[src/rtl/plab4_net_tdm_domain_sched.sv]
// Time-division domain scheduler for the two-domain ring router.
// Emits a fixed, demand-independent schedule: each slot of p_slot_len cycles
// belongs to one domain, opens with an injection window and closes with a
// p_dead_len-cycle drain window. The block has no data inputs, so traffic in
// either domain cannot move a slot boundary.
module plab4_net_tdm_domain_sched #(
   parameter int p_slot_len  = 16,
   parameter int p_dead_len  = 3,
   parameter int c_cnt_nbits = (p_slot_len > 1) ? $clog2(p_slot_len) : 1
) (
   input  logic                   clk,
   input  logic                   reset,
   input  logic                   en,
   output logic                   domain,
   output logic                   inj_en,
   output logic                   slot_start,
   output logic [c_cnt_nbits-1:0] slot_cnt
);

   // Reject schedules that cannot hold an injection cycle plus a drain cycle.
   if ((p_slot_len < 2) || (p_dead_len < 1) || (p_dead_len >= p_slot_len)) begin : g_param_err
      $error("plab4_net_tdm_domain_sched: need p_slot_len >= 2 and 1 <= p_dead_len < p_slot_len");
   end

   typedef enum logic [1:0] {
      S_IDLE   = 2'd0,
      S_ACTIVE = 2'd1,
      S_DRAIN  = 2'd2
   } state_e;

   // Last injection cycle and last cycle of a slot, as counter values.
   localparam logic [c_cnt_nbits-1:0] c_last_act = c_cnt_nbits'(p_slot_len - p_dead_len - 1);
   localparam logic [c_cnt_nbits-1:0] c_last_cnt = c_cnt_nbits'(p_slot_len - 1);
   localparam logic [c_cnt_nbits-1:0] c_one      = c_cnt_nbits'(1);

   state_e                   state_q,      state_d;
   logic                     domain_q,     domain_d;
   logic                     inj_en_q,     inj_en_d;
   logic                     slot_start_q, slot_start_d;
   logic [c_cnt_nbits-1:0]   slot_cnt_q,   slot_cnt_d;

   // State and registered outputs; synchronous reset returns to IDLE defaults.
   always_ff @(posedge clk) begin
      // NOTE: state registers use non-blocking assignments so every flop
      // samples the pre-edge value of every other flop.
      if (reset) begin
         state_q      <= S_IDLE;
         domain_q     <= 1'b0;
         inj_en_q     <= 1'b0;
         slot_start_q <= 1'b0;
         slot_cnt_q   <= '0;
      end else begin
         state_q      <= state_d;
         domain_q     <= domain_d;
         inj_en_q     <= inj_en_d;
         slot_start_q <= slot_start_d;
         slot_cnt_q   <= slot_cnt_d;
      end
   end

   // Next-state and next-output logic; en is only looked at in IDLE and on
   // the last drain cycle, so a slot in progress always runs to completion.
   always_comb begin
      // NOTE: every signal written here gets a default first so no path
      // leaves one unassigned and infers a latch.
      state_d      = state_q;
      domain_d     = domain_q;
      inj_en_d     = inj_en_q;
      slot_start_d = 1'b0;
      slot_cnt_d   = slot_cnt_q;

      case (state_q)
         S_IDLE: begin
            domain_d   = 1'b0;
            inj_en_d   = 1'b0;
            slot_cnt_d = '0;
            if (en) begin
               state_d      = S_ACTIVE;
               slot_start_d = 1'b1;
               inj_en_d     = 1'b1;
            end
         end

         S_ACTIVE: begin
            inj_en_d   = 1'b1;
            slot_cnt_d = slot_cnt_q + c_one;
            if (slot_cnt_q == c_last_act) begin
               state_d  = S_DRAIN;
               inj_en_d = 1'b0;
            end
         end

         S_DRAIN: begin
            inj_en_d = 1'b0;
            if (slot_cnt_q == c_last_cnt) begin
               slot_cnt_d = '0;
               if (en) begin
                  state_d      = S_ACTIVE;
                  domain_d     = ~domain_q;
                  slot_start_d = 1'b1;
                  inj_en_d     = 1'b1;
               end else begin
                  state_d  = S_IDLE;
                  domain_d = 1'b0;
               end
            end else begin
               slot_cnt_d = slot_cnt_q + c_one;
            end
         end

         default: begin
            state_d    = S_IDLE;
            domain_d   = 1'b0;
            inj_en_d   = 1'b0;
            slot_cnt_d = '0;
         end
      endcase
   end

   assign domain     = domain_q;
   assign inj_en     = inj_en_q;
   assign slot_start = slot_start_q;
   assign slot_cnt   = slot_cnt_q;

endmodule

[config.mk]
export PLATFORM = sky130hd
export DESIGN_NAME = plab4_net_tdm_domain_sched
export DESIGN_NICKNAME = d
export VERILOG_FILES = /design/src/rtl/plab4_net_tdm_domain_sched.sv
export SDC_FILE = /design/constraint.sdc
export NUM_CORES = 1
export LEC_CHECK = 0
export BUFFER_PORTS_ARGS = -buffer_cell sky130_fd_sc_hd__buf_2
export CAP_MARGIN = 40
export CELL_PAD_IN_SITES_DETAIL_PLACEMENT = 0
export CELL_PAD_IN_SITES_GLOBAL_PLACEMENT = 1
export CORE_MARGIN = 2
export CORE_UTILIZATION = 33
export DETAILED_ROUTE_END_ITERATION = 8
export HOLD_SLACK_MARGIN = 0.06
export PLACE_DENSITY_LB_ADDON = 0.1
export REMOVE_ABC_BUFFERS = 1
export SYNTH_ARGS = -nofsm -noshare
export SYNTH_HDL_FRONTEND = slang
export SYNTH_SLANG_ARGS = --single-unit
export TNS_END_PERCENT = 1
[constraint.sdc]
create_clock -name clk -period 1.75 [get_ports clk]
set_clock_uncertainty 0.2 [all_clocks]
set_input_delay 0 -clock clk [delete_from_list [all_inputs] [get_ports clk]]
set_output_delay 0 -clock clk [all_outputs]
set_load 0.02 [all_outputs]
# Yosys cells after proc, flatten, opt, wreduce, memory -nomap -nowiden
# Index checks and enable logic that the tools add are counted.
[word_totals] latch_bits=0 register_bits=9 memories=0 output_inout_bits=7 mem_bits_ro=0 ramBits=0
[op_classes] n_mux=15 multipliers=0 n_addsub=1 n_reduce_logical=3 shift=0 n_div=0 eq_ne=7 bitwise_logic=2 order_cmp=0
[op_table] op="$eq 4x4->1 const B" count=2
[op_table] op="$pmux 4 s2" count=1
[op_table] op="$mux 1" count=6
[op_table] op="$mux 2" count=3
[op_table] op="$ne 2x2->1 const B" count=3
[op_table] op="$pmux 2 s3" count=1
[op_table] op="$add 4x1->4 const B" count=1
[op_table] op="$mux 4" count=1
[op_table] op="$pmux 1 s2" count=2
[op_table] op="$pmux 1 s3" count=1
[op_table] op="$reduce_and 3->1" count=1
[op_table] op="$eq 2x1->1 const B" count=1
[op_table] op="$eq 2x2->1 const B" count=1
[op_table] op="$logic_not 2->1" count=1
[op_table] op="$not 1->1" count=2
[op_table] op="$reduce_and 2->1" count=1

# Depth between registers and ports, before layout
[depth] word_depth=4 ltp_mapped=5 ltp_nobuf=5

# Least setup slack after synthesis
# Ideal clock, no wire load.
[synth_timing] kind="reg-to-reg" startpoint="register slot_cnt_q[0] (netlist: slot_cnt[0])" endpoint="register state_q[0]" synth_period_minus_slack_ns=1.833 required_ns=1.429 setup_ns=0.121 path_slack_ns=-0.083 n_path_buf=0 t_arrival_ns=1.512 path_stages_with_launch=5 path_cell_list="dfxtp_1 -> ha_1 -> nand3_2 -> a221o_1 -> mux2_4"
[synth_via] elab_chain_cells=3 elab_cells_between_ends=5 cone_classes="eq/ne: 4; reduce/logical: 1"
[synth_lines] item="from (decl)" line_no="40" text="logic [c_cnt_nbits-1:0] slot_cnt_q, slot_cnt_d;"
[synth_lines] item="from (signal assigned)" line_no="57" text="slot_cnt_q <= slot_cnt_d;"
[synth_lines] item="$eq 4x4->1, on equally long branches" line_no="95, 87"
[synth_lines] item="$ne 2x2->1 (no line)"
[synth_lines] item="$reduce_and 3->1 (no line) (*)"
[synth_lines] item="to (signal assigned)" line_no="53" text="state_q <= state_d;"
[synth_lines] item="to (decl)" line_no="36" text="state_e state_q, state_d;"
# Mark *: on every way between the ends. The rest lies on a longest branch, timed or not.
# A chain may end at the register's enable or synchronous reset.

# Worst setup path in the final report
[layout_timing] startpoint="register state_q[1]" endpoint="register state_q[0]"
[layout_via] elab_chain_cells=3 elab_cells_between_ends=8 cone_classes="eq/ne: 5; mux: 1; reduce/logical: 2"
[layout_lines] item="$eq 2x2->1 (tied with other cells)" line_no="72" text="case (state_q)"
[layout_lines] item="$ne 2x2->1 (no line)"
[layout_lines] item="$reduce_and 3->1 (no line)"
# Several ways; a longest one is shown, not always the timed one.

==> results.json <==
{
  "cts_buffers": 3,
  "dp_hpwl_um": 702,
  "synth_edf_count": 0,
  "cts_tree": "yes",
  "fmax_ghz": 0.593,
  "fin_util": 0.471,
  "outcome": "finished, final reports clean",
  "leakage_uw": 0.000277,
  "core-area_mm2": 0.00130,
  "ys_top_cells_by_count": "dfxtp_1, ha_1, inv_1, nor2_1, nor3_1",
  "min_period_over_period": 0.964,
  "ys_seq_elements": 9,
  "p_comb_frac": 0.468,
  "switchingPower_uw": 293,
  "synthArstFlopShare": 0,
  "clkTransAtPathRegs_ps": 60,
  "worst_pin_slew_ps": 231,
  "wl_per_cell_um": 10.8,
  "fin_crit_ps": 1690,
  "hold_viol_final": 0,
  "cap_viol_max_count": 0,
  "internal_power_uw": 523,
  "clock-root-buffer": "clkbuf_4",
  "clkLatencyLatePin_ps": 260,
  "ir_drop_v": 0.000659,
  "num_vias": 397,
  "setup-tns-final_ps": 0,
  "fillers": 138,
  "hold_path.class": "flop to flop",
  "setup.worst_path.start_class": "flop",
  "finalSetupViolCount": 0,
  "p_seq_frac": 0.336,
  "drc": 0,
  "drive_gt1_frac": 0.333,
  "antenna_found_initial": 0,
  "num_rows": 13,
  "yosys.cell_count.top_type": "dfxtp_1",
  "multiInputGateArea_um2": 268,
  "synth_area_leaders": "dfxtp_1, ha_1, a211oi_1",
  "relSlewSlack": 0.845,
  "start_util": 0.354,
  "drtIter0Drc": 1,
  "viasPerCell": 4.73,
  "crit_type": "flop to flop",
  "grt_pass1_wl_um": 1480,
  "use_met2": 0.191,
  "io-pin-count": 10,
  "synth_area_um2": 460,
  "crit_fanout": 3,
  "synth-seq-area-share": 0.391,
  "rsz0062_at_grt": "false",
  "required_ps": 1690,
  "seq_area_um2": 183,
  "grtUsageTotal": 0.141,
  "grt_max_degree": 9,
  "grtUsageMet3": 0.0798,
  "diodes": 0,
  "synth_top_area_frac": 0.391,
  "die_h_um": 41.4,
  "fin_nets": 79,
  "io_buffers": 9,
  "switching_share": 0.359,
  "yosysUniqueCellTypes": 19,
  "critPathCaptureType": "flop",
  "cts_setup_buffers": 0,
  "cp.arrival_ps": 1630,
  "p_clk_frac": 0.196,
  "report.final.slew_viol_count": 0,
  "yosys_most_used_dff": "dfxtp_1",
  "overflow": 0,
  "die_x_um": 41.4,
  "busiest_layer": "met2",
  "power_uw": 816,
  "drt-total-wl_um": 903,
  "area.growth.synth_to_final_pct": 33.2,
  "syn_area_per_cell_um2": 9.40,
  "grt.met1_usage": 0.186,
  "yosysTopAreaCell": "dfxtp_1",
  "syn_inst": 49,
  "power_density_mw_per_mm2": 1330,
  "htreeDepth": 1,
  "ys_warn_count": 0,
  "place_inst": 78,
  "grt_pass1_vias": 369,
  "clkSinkCount": 9,
  "routabilityCongestion": 0.807,
  "drtAntennaViolNets": 0,
  "fin_cells": 84,
  "clockBufferDepth": 2,
  "dieArea_mm2": 0.00171,
  "first_pass_iters": 3
}
==> cell type report <==
| type | instances | area share |
|---|---|---|
| tap | 15 | 0.0306 |
| inverter | 4 | 0.0245 |
| multi-input combinational | 36 | 0.437 |
| timing repair buffer | 16 | 0.167 |
| clock buffer | 4 | 0.0429 |
| sequential | 9 | 0.298 |
==> flip-flops by register name (all words and copies together), names as in the netlist <==
| register | flops |
|---|---|
| slot_start | 1 |
| domain | 1 |
| slot_cnt | 4 |
| state_q | 2 |
| inj_en | 1 |
==> power by group through the flow <==
stage	sequential (uW)	combinational, uW	clock, uW
2_1_floorplan	298	232	0
4_1_cts	271	381	170
6_report	274	382	160
5_1_grt	279	430	176
3_5_place_dp	276	375	0
3_3_place_gp	275	384	0
==> cell usage in the layout, fill, tap and decap left out, drive strengths merged <==
cell type    netlist  layout
a211oi             3       3
a21oi              2       2
a221o              1       1
a41o               1       1
buf                0      14
clkbuf             0       4
dfxtp              9       9
dlygate4sd3        0       2
ha                 6       6
inv                4       4
mux2               1       1
mux2i              1       1
nand2              3       3
nand2b             2       2
nand3              4       4
nor2               4       4
nor2b              1       1
nor3               4       4
nor3b              1       1
o21ai              1       1
xor2               1       1
==> stage by stage <==
stage	setup slack [ps]	hold WS [ps]	instance area, um^2
floorplan	-83.2	-128	460
global placement	26.2	68.4	562
detailed placement	26.2	70.3	562
CTS	4.70	305	608
global route	5.23	281	613
finish	62.3	249	613
==> repair_timing <==
action                                  CTS  global route
endpoints found under the hold margin     9             0
hold buffers                              2             0
resized for setup                         0             3
endpoints found under the setup margin    0             2
==> final timing paths <==
check / end / cells after the start / start / slack [ps]
hold reg to reg: slot_cnt[0] / 1 / slot_cnt[0] / 250
setup / recovery: state_q[0] / 5 / state_q[1] / 60
hold / removal: slot_cnt[0] / 1 / slot_cnt[0] / 250
setup reg to reg: state_q[0] / 5 / state_q[1] / 60
==> per-layer routing <==
| metal | up-vias | routed length, um |
|---|---|---|
| li1 | 215 | - |
| met1 | 172 | 483 |
| met2 | 10 | 369 |
| met3 | 0 | 49 |
| met4 | 0 | 0 |
| met5 | - | 0 |
==> critical path: stages (launching register included) <==
cell	delay [ps]
dfxtp_1	360
inv_1	90
ha_2	190
nor2b_1	140
a221o_1	300
mux2_4	300
==> cells by family (layout without fill, tap and decap cells) <==
group / Yosys count / in the layout / synth area share
compound gates: 8 / 8 / 0.128
xor+xnor: 1 / 1 / 0.0190
fa+ha+maj: 6 / 6 / 0.163
buf+inv: 4 / 24 / 0.0326
flops: 9 / 9 / 0.391
mux: 2 / 2 / 0.0543
simple gates: 19 / 19 / 0.212
Power figures use the tool's default switching activity.
